File: src/rtl/vid_pkg.sv
// Shared types and default sizes for the video frame buffer write scheduler.
// Imported by the scheduler top and its address counter.
package vid_pkg;

  localparam int DEF_ADDR_W    = 17;
  localparam int DEF_DATA_W    = 12;
  localparam int DEF_FRAME_PIX = 131072;

  typedef enum logic [1:0] {
    ST_IDLE     = 2'd0,
    ST_CPU_XFER = 2'd1,
    ST_CP_XFER  = 2'd2
  } state_e;

  localparam logic [1:0] OWN_IDLE = 2'b00;
  localparam logic [1:0] OWN_CPU  = 2'b01;
  localparam logic [1:0] OWN_CP   = 2'b10;

endpackage

File: src/rtl/vidmem_addr_ctr.sv
// Frame write address counter: synchronous clear, increment, and wrap to 0
// after the last pixel of the frame.
module vidmem_addr_ctr
  import vid_pkg::*;
#(
  parameter int ADDR_W    = DEF_ADDR_W,
  parameter int FRAME_PIX = DEF_FRAME_PIX
) (
  input  logic              clk,
  input  logic              rst_n,
  input  logic              clr,
  input  logic              inc,
  output logic [ADDR_W-1:0] cnt,
  output logic              last
);

  localparam logic [ADDR_W-1:0] LAST_ADDR = ADDR_W'(FRAME_PIX - 1);

  assign last = (cnt == LAST_ADDR);

  always_ff @(posedge clk) begin
    if (!rst_n) begin
      cnt <= '0;
    end else if (clr) begin
      cnt <= '0;
    end else if (inc) begin
      cnt <= last ? '0 : cnt + ADDR_W'(1);
    end
  end

endmodule

File: src/rtl/vidmem_wr_sched.sv
// Arbitrates the frame buffer write port between the CPU store path and the
// coprocessor stream, generating sequential addresses and registered writes.
module vidmem_wr_sched
  import vid_pkg::*;
#(
  parameter int ADDR_W    = DEF_ADDR_W,
  parameter int DATA_W    = DEF_DATA_W,
  parameter int FRAME_PIX = DEF_FRAME_PIX
) (
  input  logic              clk,
  input  logic              rst_n,
  input  logic              cpu_start,
  input  logic              cpu_we,
  input  logic [DATA_W-1:0] cpu_wdata,
  input  logic              cpu_done,
  output logic              cpu_busy,
  input  logic              cp_start,
  input  logic              cp_valid,
  input  logic [DATA_W-1:0] cp_wdata,
  input  logic              cp_last,
  output logic              cp_ready,
  output logic              mem_we,
  output logic [ADDR_W-1:0] mem_waddr,
  output logic [DATA_W-1:0] mem_wdata,
  output logic [1:0]        owner,
  output logic              frame_done,
  output logic              cpu_drop
);

  state_e            state_q, state_d;
  logic              cpu_pend_q, cp_pend_q, cpu_drop_q;
  logic [1:0]        last_owner_q;
  logic              cpu_req, cp_req, grant_cpu, grant_cp;
  logic              wr_en, xfer_end, own_restart;
  logic              ctr_clr, ctr_inc, ctr_last;
  logic [DATA_W-1:0] wr_data;
  logic [ADDR_W-1:0] ctr;
  logic              vld_p1, fdone_p1;
  logic [ADDR_W-1:0] waddr_p1;
  logic [DATA_W-1:0] wdata_p1;

  vidmem_addr_ctr #(
    .ADDR_W   (ADDR_W),
    .FRAME_PIX(FRAME_PIX)
  ) u_ctr (
    .clk  (clk),
    .rst_n(rst_n),
    .clr  (ctr_clr),
    .inc  (ctr_inc),
    .cnt  (ctr),
    .last (ctr_last)
  );

  always_ff @(posedge clk) begin
    if (!rst_n) state_q <= ST_IDLE;
    else        state_q <= state_d;
  end

  always_comb begin
    state_d = state_q;
    case (state_q)
      ST_IDLE: begin
        if (grant_cpu)     state_d = ST_CPU_XFER;
        else if (grant_cp) state_d = ST_CP_XFER;
      end
      ST_CPU_XFER, ST_CP_XFER: begin
        if (xfer_end) state_d = ST_IDLE;
      end
      default: state_d = ST_IDLE;
    endcase
  end

  // A tie goes to whichever requester did not own the previous transfer.
  always_comb begin
    cpu_req     = cpu_start || cpu_pend_q;
    cp_req      = cp_start || cp_pend_q;
    grant_cpu   = 1'b0;
    grant_cp    = 1'b0;
    wr_en       = 1'b0;
    wr_data     = '0;
    xfer_end    = 1'b0;
    own_restart = 1'b0;
    ctr_clr     = 1'b0;
    ctr_inc     = 1'b0;
    owner       = OWN_IDLE;
    cp_ready    = 1'b0;
    case (state_q)
      ST_IDLE: begin
        if (cpu_req && cp_req) begin
          grant_cpu = (last_owner_q == OWN_CP);
          grant_cp  = (last_owner_q != OWN_CP);
        end else begin
          grant_cpu = cpu_req;
          grant_cp  = cp_req;
        end
        ctr_clr = grant_cpu || grant_cp;
      end
      ST_CPU_XFER: begin
        owner       = OWN_CPU;
        wr_en       = cpu_we;
        wr_data     = cpu_wdata;
        own_restart = cpu_start;
        xfer_end    = cpu_done || (cpu_we && ctr_last);
        ctr_clr     = xfer_end || own_restart;
        ctr_inc     = wr_en;
      end
      ST_CP_XFER: begin
        owner       = OWN_CP;
        cp_ready    = 1'b1;
        wr_en       = cp_valid;
        wr_data     = cp_wdata;
        own_restart = cp_start;
        xfer_end    = cp_valid && (cp_last || ctr_last);
        ctr_clr     = xfer_end || own_restart;
        ctr_inc     = wr_en;
      end
      default: ;
    endcase
    cpu_busy = (owner == OWN_CPU) || cpu_pend_q;
  end

  always_ff @(posedge clk) begin
    if (!rst_n) begin
      cpu_pend_q   <= 1'b0;
      cp_pend_q    <= 1'b0;
      last_owner_q <= OWN_CP;
      cpu_drop_q   <= 1'b0;
    end else begin
      if (cpu_we && (state_q != ST_CPU_XFER)) cpu_drop_q <= 1'b1;
      if (state_q == ST_IDLE) begin
        cpu_pend_q <= cpu_req && !grant_cpu;
        cp_pend_q  <= cp_req && !grant_cp;
        if (grant_cpu)     last_owner_q <= OWN_CPU;
        else if (grant_cp) last_owner_q <= OWN_CP;
      end else begin
        if ((state_q != ST_CPU_XFER) && cpu_start) cpu_pend_q <= 1'b1;
        if ((state_q != ST_CP_XFER) && cp_start)   cp_pend_q  <= 1'b1;
      end
    end
  end

  // Stage p1: registered write toward the video memory.
  always_ff @(posedge clk) begin
    if (!rst_n) begin
      vld_p1   <= 1'b0;
      fdone_p1 <= 1'b0;
      waddr_p1 <= '0;
      wdata_p1 <= '0;
    end else begin
      vld_p1   <= wr_en;
      fdone_p1 <= xfer_end;
      if (wr_en) begin
        waddr_p1 <= ctr;
        wdata_p1 <= wr_data;
      end
    end
  end

  assign mem_we     = vld_p1;
  assign mem_waddr  = waddr_p1;
  assign mem_wdata  = wdata_p1;
  assign frame_done = fdone_p1;
  assign cpu_drop   = cpu_drop_q;

endmodule

File: config.mk
export PLATFORM = sky130hd
export DESIGN_NAME = vidmem_wr_sched
export DESIGN_NICKNAME = d
export VERILOG_FILES = /design/src/rtl/vid_pkg.sv /design/src/rtl/vidmem_addr_ctr.sv /design/src/rtl/vidmem_wr_sched.sv
export SDC_FILE = /design/constraint.sdc
export NUM_CORES = 1
export LEC_CHECK = 0
export ABC_AREA = 0
export CAP_MARGIN = 20
export CORE_MARGIN = 2
export CORE_UTILIZATION = 55
export CTS_CLUSTER_DIAMETER = 60
export DETAILED_ROUTE_END_ITERATION = 10
export DONT_BUFFER_PORTS = 1
export PLACE_DENSITY_LB_ADDON = 0.15
export SYNTH_ARGS = -nofsm -noshare
export SYNTH_HDL_FRONTEND = slang
export SYNTH_SLANG_ARGS = --single-unit
File: constraint.sdc
create_clock -name clk -period 7.35 [get_ports clk]
set_input_delay 0.3675 -clock clk [delete_from_list [all_inputs] [get_ports clk]]
set_output_delay 0.3675 -clock clk [all_outputs]
set_load 0.05 [all_outputs]
==> impl_metrics.yaml, run 1 <==
layout:
  drive_gt1_frac: 0.0789
  antenna_cells: 0
  multi_input_area_um2: 1310
  final_nets: 317
  regArea_um2: 1100
  final_util: 0.606
  area_growth_pct: 5.25
  fillers: 379
  finalInstanceArea_um2: 2660
setup_path:
  cpPeakStageDelay_ns: 0.41
  crit_type: "reg2reg"
  cpMaxStageDelayCell: "nand2_1"
  path_cells: "inv_1 -> ha_1 -> buf_4 -> a22o_1 -> nand2_1 -> buf_8 -> or3_1 -> a21oi_1"
  r2r_end: "u_ctr.cnt[0]$_SDFFE_PP0P_"
  crit_fanout: 19
  r2r_setup_slack_ns: 4.81
  reg2reg_depth: 8
  crit_path_start: "state_q[1]$_SDFFE_PN0P_"
  startpoint_type: "flip-flop"
  crit_path_end: "u_ctr.cnt[0]$_SDFFE_PP0P_"
  end_kind: "flip-flop"
  cp.arrival_ns: 2.79
  reg2reg_from: "state_q[1]$_SDFFE_PN0P_"
  required_ns: 7.60
floorplan:
  die_h_um: 71.8
  core_area_um2: 4380
  start_util: 0.576
  die_x_um: 71.8
  die_area_um2: 5150
  ios: 68
  row_count: 24
sta:
  rsz0062_at_grt: "false"
  tightest_slew_ns: 0.541
  worst_slack_ns: 4.81
  max_freq_mhz: 394
  hold_viol_final: 0
  fin_crit_sh: 0.345
  whs_ns: 0.157
  finalCriticalPeriod_ns: 2.54
  slew_headroom: 0.639
  tns_ns: 0
  drv_slew: 0
  finClkSkew_ns: 0.00697
  finalSetupViolations: 0
route:
  wl_per_cell_um: 15.8
  antenna_left: 0
  drt_iter0_drc: 116
  drcViolationCount: 0
  drt-pass1-iter-count: 5
  routed_wl_um: 5220
  vias_per_cell: 6.10
  dr_total_vias: 2019
worst_hold_path:
  hp-class: "in2reg"
grt:
  overflow: 0
  grt_pass1_vias: 1745
  antenna_found_initial: 0
  grt_max_degree: 43
  grt_pass1_wl_um: 8450
  grtUsageTotal: 0.205
cts:
  cts_root_buffer: "clkbuf_8"
  cts_buffers: 5
  insertion_delay_ns: 0.31
  cts.sinks: 55
  cts_tree: "done"
  cts_buffer_depth: 2
  htreeDepth: 2
  cts_setup_buffers: 0
  clk_pin_slew_ns: 0.10
  cts_resized: 0
  holdBufCountCts: 0
yosys:
  synth_top_area_share: 0.436
  yosys_warnings: 0
  syn_area_per_cell_um2: 8.77
  yosysSeqAreaShare: 0.436
  synth.most_common_cell: "dfxtp_1"
  netlist_top_cells_count: "dfxtp_1, nand2_1, a21boi_0"
  synth_ff_type: "dfxtp_1"
  synth_area_leader_cell: "dfxtp_1"
  synth_edf_count: 0
  synth_nets: 327
  ys_types: 48
  synth_seq_cells: 55
  syn-cell-area_um2: 2520
  synth_cells: 288
  synthArstFlopShare: 0
  synthTopCellsByArea: "dfxtp_1, nand2_1, a21boi_0"
pwr:
  irDropWorstVdd_mv: 0.227
  p_per_area_nw_per_um2: 320
  leakage_nw: 0.875
placement:
  portBuffers: 0
  place_hpwl_um: 3510
  pre_cts_slack_ns: 4.60
  dpl-instance-area_um2: 2510
  gp_congestion: 0.834
job:
  cap_violations: 0
outcome:
  status: "finished, final reports clean"
-- critical path: cells and delay by family, from the launching register on --
kind | cells | cell delay, ns
buffers and inverters | 3 | 0.70
adder cells (fa/ha/maj) | 1 | 0.14
AO/OA/AOI/OAI | 2 | 0.53
flip-flops | 1 | 0.37
AND/OR/NAND/NOR | 2 | 0.72
-- through the flow --
stage,std cells,total power [mW]
finish,331,0.851
global route,331,0.903
CTS,329,0.850
detailed placement,321,0.667
global placement,321,0.662
floorplan,288,0.628
-- sequential cells by signal, summed over array words and instances (netlist names) --
name,cells
mem_wdata,12
cpu_drop,1
cp_pend_q,1
frame_done,1
state_q,2
cpu_pend_q,1
u_ctr.cnt,17
mem_waddr,17
mem_we,1
last_owner_q,2
-- worst min-delay path by stage --
stage                               start                      endpoint  slack [ns]  cells after the start
2_1_floorplan  u_ctr.cnt[10]$_SDFFE_PP0P_    mem_waddr[10]$_SDFFE_PN0P_        0.46                      2
3_3_place_gp                        rst_n  last_owner_q[1]$_SDFFE_PN1P_        0.47                      1
3_5_place_dp                        rst_n  last_owner_q[1]$_SDFFE_PN1P_        0.48                      1
4_1_cts                             rst_n  last_owner_q[1]$_SDFFE_PN1P_        0.15                      1
5_1_grt                             rst_n  last_owner_q[1]$_SDFFE_PN1P_        0.16                      1
6_report                            rst_n  last_owner_q[1]$_SDFFE_PN1P_        0.16                      1
-- report_power, final --
| group | switching, mW | internal (mW) | leakage, nW | total (mW) |
|---|---|---|---|---|
| combinational | 0.171 | 0.0934 | 0.379 | 0.265 |
| sequential | 0.0769 | 0.327 | 0.445 | 0.404 |
| clock | 0.0965 | 0.0858 | 0.0505 | 0.182 |
-- metal layers --
metal | vias up | track usage | routed length, um
met4 | 0 | 0.0566 | 47
li1 | 1023 | - | -
met1 | 934 | 0.292 | 2500
met2 | 57 | 0.303 | 2320
met3 | 5 | 0.0605 | 353
met5 | - | 0 | 0
-- cells by family (layout without fill, tap and decap cells) --
family	count (synthesis)	count (layout)	synth area share
AND/OR/NAND/NOR	121	121	0.244
AO/OA/AOI/OAI	70	70	0.207
flip-flops	55	55	0.436
buffers and inverters	26	17	0.0461
adder cells (fa/ha/maj)	7	7	0.0347
XOR/XNOR	7	7	0.0243
multiplexers	2	2	0.00793
-- cell usage in the layout (no fill, tap or decap), types with 4 or more instances in the layout --
| cell | n |
|---|---|
| dfxtp_1 | 55 |
| nand2_1 | 46 |
| a21boi_0 | 17 |
| nor2_1 | 15 |
| a221oi_1 | 13 |
| nor3b_1 | 13 |
| a21oi_1 | 11 |
| nand3_1 | 9 |
| nor3_1 | 9 |
| ha_1 | 7 |
| clkbuf_8 | 7 |
| o31ai_1 | 5 |
| or4_1 | 5 |
| a211oi_1 | 5 |
| xor2_1 | 5 |
| inv_1 | 4 |
| o211ai_1 | 4 |
| nor2b_1 | 4 |
| and3_1 | 4 |
-- layout make-up --
cell class | instances | share of cell area
Clock buffer | 7 | 0.0363
Clock inverter | 1 | 0.00282
Inverter | 4 | 0.00565
Multi-Input combinational cell | 207 | 0.492
Sequential cell | 55 | 0.414
Tap cell | 52 | 0.0245
Timing Repair Buffer | 5 | 0.0245
Power figures use the tool's default switching activity.
==> run 2, diff against run 1 <==
==> constraint.sdc (replaced) <==
create_clock -name clk -period 2.45 [get_ports clk]
set_input_delay 0.1225 -clock clk [delete_from_list [all_inputs] [get_ports clk]]
set_output_delay 0.1225 -clock clk [all_outputs]
set_load 0.05 [all_outputs]
==> impl_metrics.yaml, run 2 (synthesis results as in run 1) <==
cts:
  clk_pin_slew_ns: 0.10
  cts_setup_buffers: 0
  insertion_delay_ns: 0.31
  cts_buffers: 5
  cts.sinks: 55
  htreeDepth: 2
  cts_root_buffer: "clkbuf_8"
  cts_buffer_depth: 2
  cts_tree: "done"
pwr:
  irDropWorstVdd_mv: 0.575
  leakage_nw: 0.913
  finalPower_mw: 2.63
  p_per_area_nw_per_um2: 967
grt:
  antenna_found_initial: 0
  grt_pass1_wl_um: 8850
  overflow: 0
  grt_max_degree: 39
  grtUsageTotal: 0.217
  grt_pass1_vias: 1911
layout:
  final_cell_mix: "dfxtp_1, nand2_1, a21boi_0"
  drive_gt1_frac: 0.101
  mostFrequentLayoutCell: "dfxtp_1"
  area_growth_pct: 7.78
  antenna_cells: 0
  final_nets: 326
  fillers: 381
sta:
  hold_viol_final: 0
  finalSetupViolations: 0
  finalCriticalPeriod_ns: 2.25
  tns_ns: 0
  max_freq_mhz: 445
  drv_slew: 0
  tightest_slew_ns: 0.615
  rsz0062_at_grt: "false"
  slew_headroom: 0.589
  fin_crit_sh: 0.918
  finClkSkew_ns: 0.00398
setup_path:
  cp.arrival_ns: 2.43
  startpoint_type: "flip-flop"
  required_ns: 2.64
  crit_fanout: 17
  crit_type: "reg2reg"
  end_kind: "flip-flop"
route:
  vias_per_cell: 6.07
  dr_total_vias: 2058
  antenna_left: 0
  wl_per_cell_um: 15.9
  routed_wl_um: 5380
  drcViolationCount: 0
  drt_iter0_drc: 89
  drt-pass1-iter-count: 4
outcome:
  status: "finished, final reports clean"
floorplan:
  core_area_um2: 4380
  die_h_um: 71.8
  die_area_um2: 5150
  start_util: 0.576
  die_x_um: 71.8
  row_count: 24
  ios: 68
placement:
  gp_congestion: 0.798
  portBuffers: 0
  place_hpwl_um: 3700
worst_hold_path:
  hp-class: "in2reg"
job:
  cap_violations: 0
[run 2: changes by cell type in the layout (fill, tap and decap cells not counted)]
cell | previous run | this run
buf_4 | 3 | 10
clkbuf_8 | 7 | 5
dlygate4sd3_1 | 0 | 2
buf_16 | 1 | 0
buf_6 | 0 | 1
bufinv_16 | 0 | 1
nor3_1 | 9 | 8
nor3_2 | 0 | 1
[run 2: timing repair]
item | 4_1_cts | 5_1_grt
hold endpoints to repair | 38 | 0
resized for setup | 0 | 2
setup endpoints to repair | 0 | 17
hold buffers | 2 | 0
[run 2: final timing paths]
kind	end	slack [ns]	cells past startpoint	start
worst max-delay path	u_ctr.cnt[2]$_SDFFE_PP0P_	0.20	9	u_ctr.cnt[4]$_SDFFE_PP0P_
worst min-delay path	mem_wdata[10]$_SDFFE_PN0P_	0.06	2	cpu_wdata[10]
worst max register to register	u_ctr.cnt[2]$_SDFFE_PP0P_	0.20	9	u_ctr.cnt[4]$_SDFFE_PP0P_
worst min register to register	mem_waddr[14]$_SDFFE_PN0P_	0.50	2	u_ctr.cnt[14]$_SDFFE_PP0P_
[run 2: worst max-delay path, stage by stage, from the launching register on]
cell,delay [ns]
dfxtp_1,0.42
and4_4,0.27
nand2_2,0.14
nor3_2,0.24
ha_1,0.26
a21oi_1,0.10
nand2b_1,0.16
a32oi_1,0.23
buf_6,0.21
nor3_1,0.08
[run 2: final cells by class]
cell class                 instances  area [um^2]  share of cell area
tap                               52         65.1              0.0239
clock inverter                     2         37.5              0.0138
clock buffer                       5         68.8              0.0253
multi-input combinational        207         1310               0.482
inverter                           4         15.0             0.00552
sequential                        55         1100               0.405
timing repair buffer              14          121              0.0446
[run 2: where the power goes]
group / total [mW] / switching, mW / internal (mW)
logic: 0.830 / 0.526 / 0.304
clock network: 0.591 / 0.292 / 0.299
registers: 1.21 / 0.231 / 0.980
[run 2: stage by stage]
step | worst slack (ns) | hold slack [ns] | instance area (um^2) | cells | util
finish | 0.201 | 0.0628 | 2720 | 339 | 0.621
global route | 0.0102 | 0.0712 | 2720 | 339 | 0.621
CTS | 0.122 | 0.0588 | 2700 | 338 | 0.615
detailed placement | 0.157 | 0.243 | 2570 | 329 | 0.586
global placement | 0.275 | 0.227 | 2570 | 329 | 0.586
floorplan | 0.0588 | 0.289 | 2520 | 288 | -
[run 2: layer usage]
| layer | global-route usage | vias up | share of wire |
|---|---|---|---|
| met3 | 0.0647 | 6 | 0.061 |
| met2 | 0.321 | 50 | 0.44 |
| met4 | 0.0692 | 0 | 0.013 |
| met5 | 0 | - | 0 |
| met1 | 0.305 | 970 | 0.49 |
| li1 | - | 1032 | - |
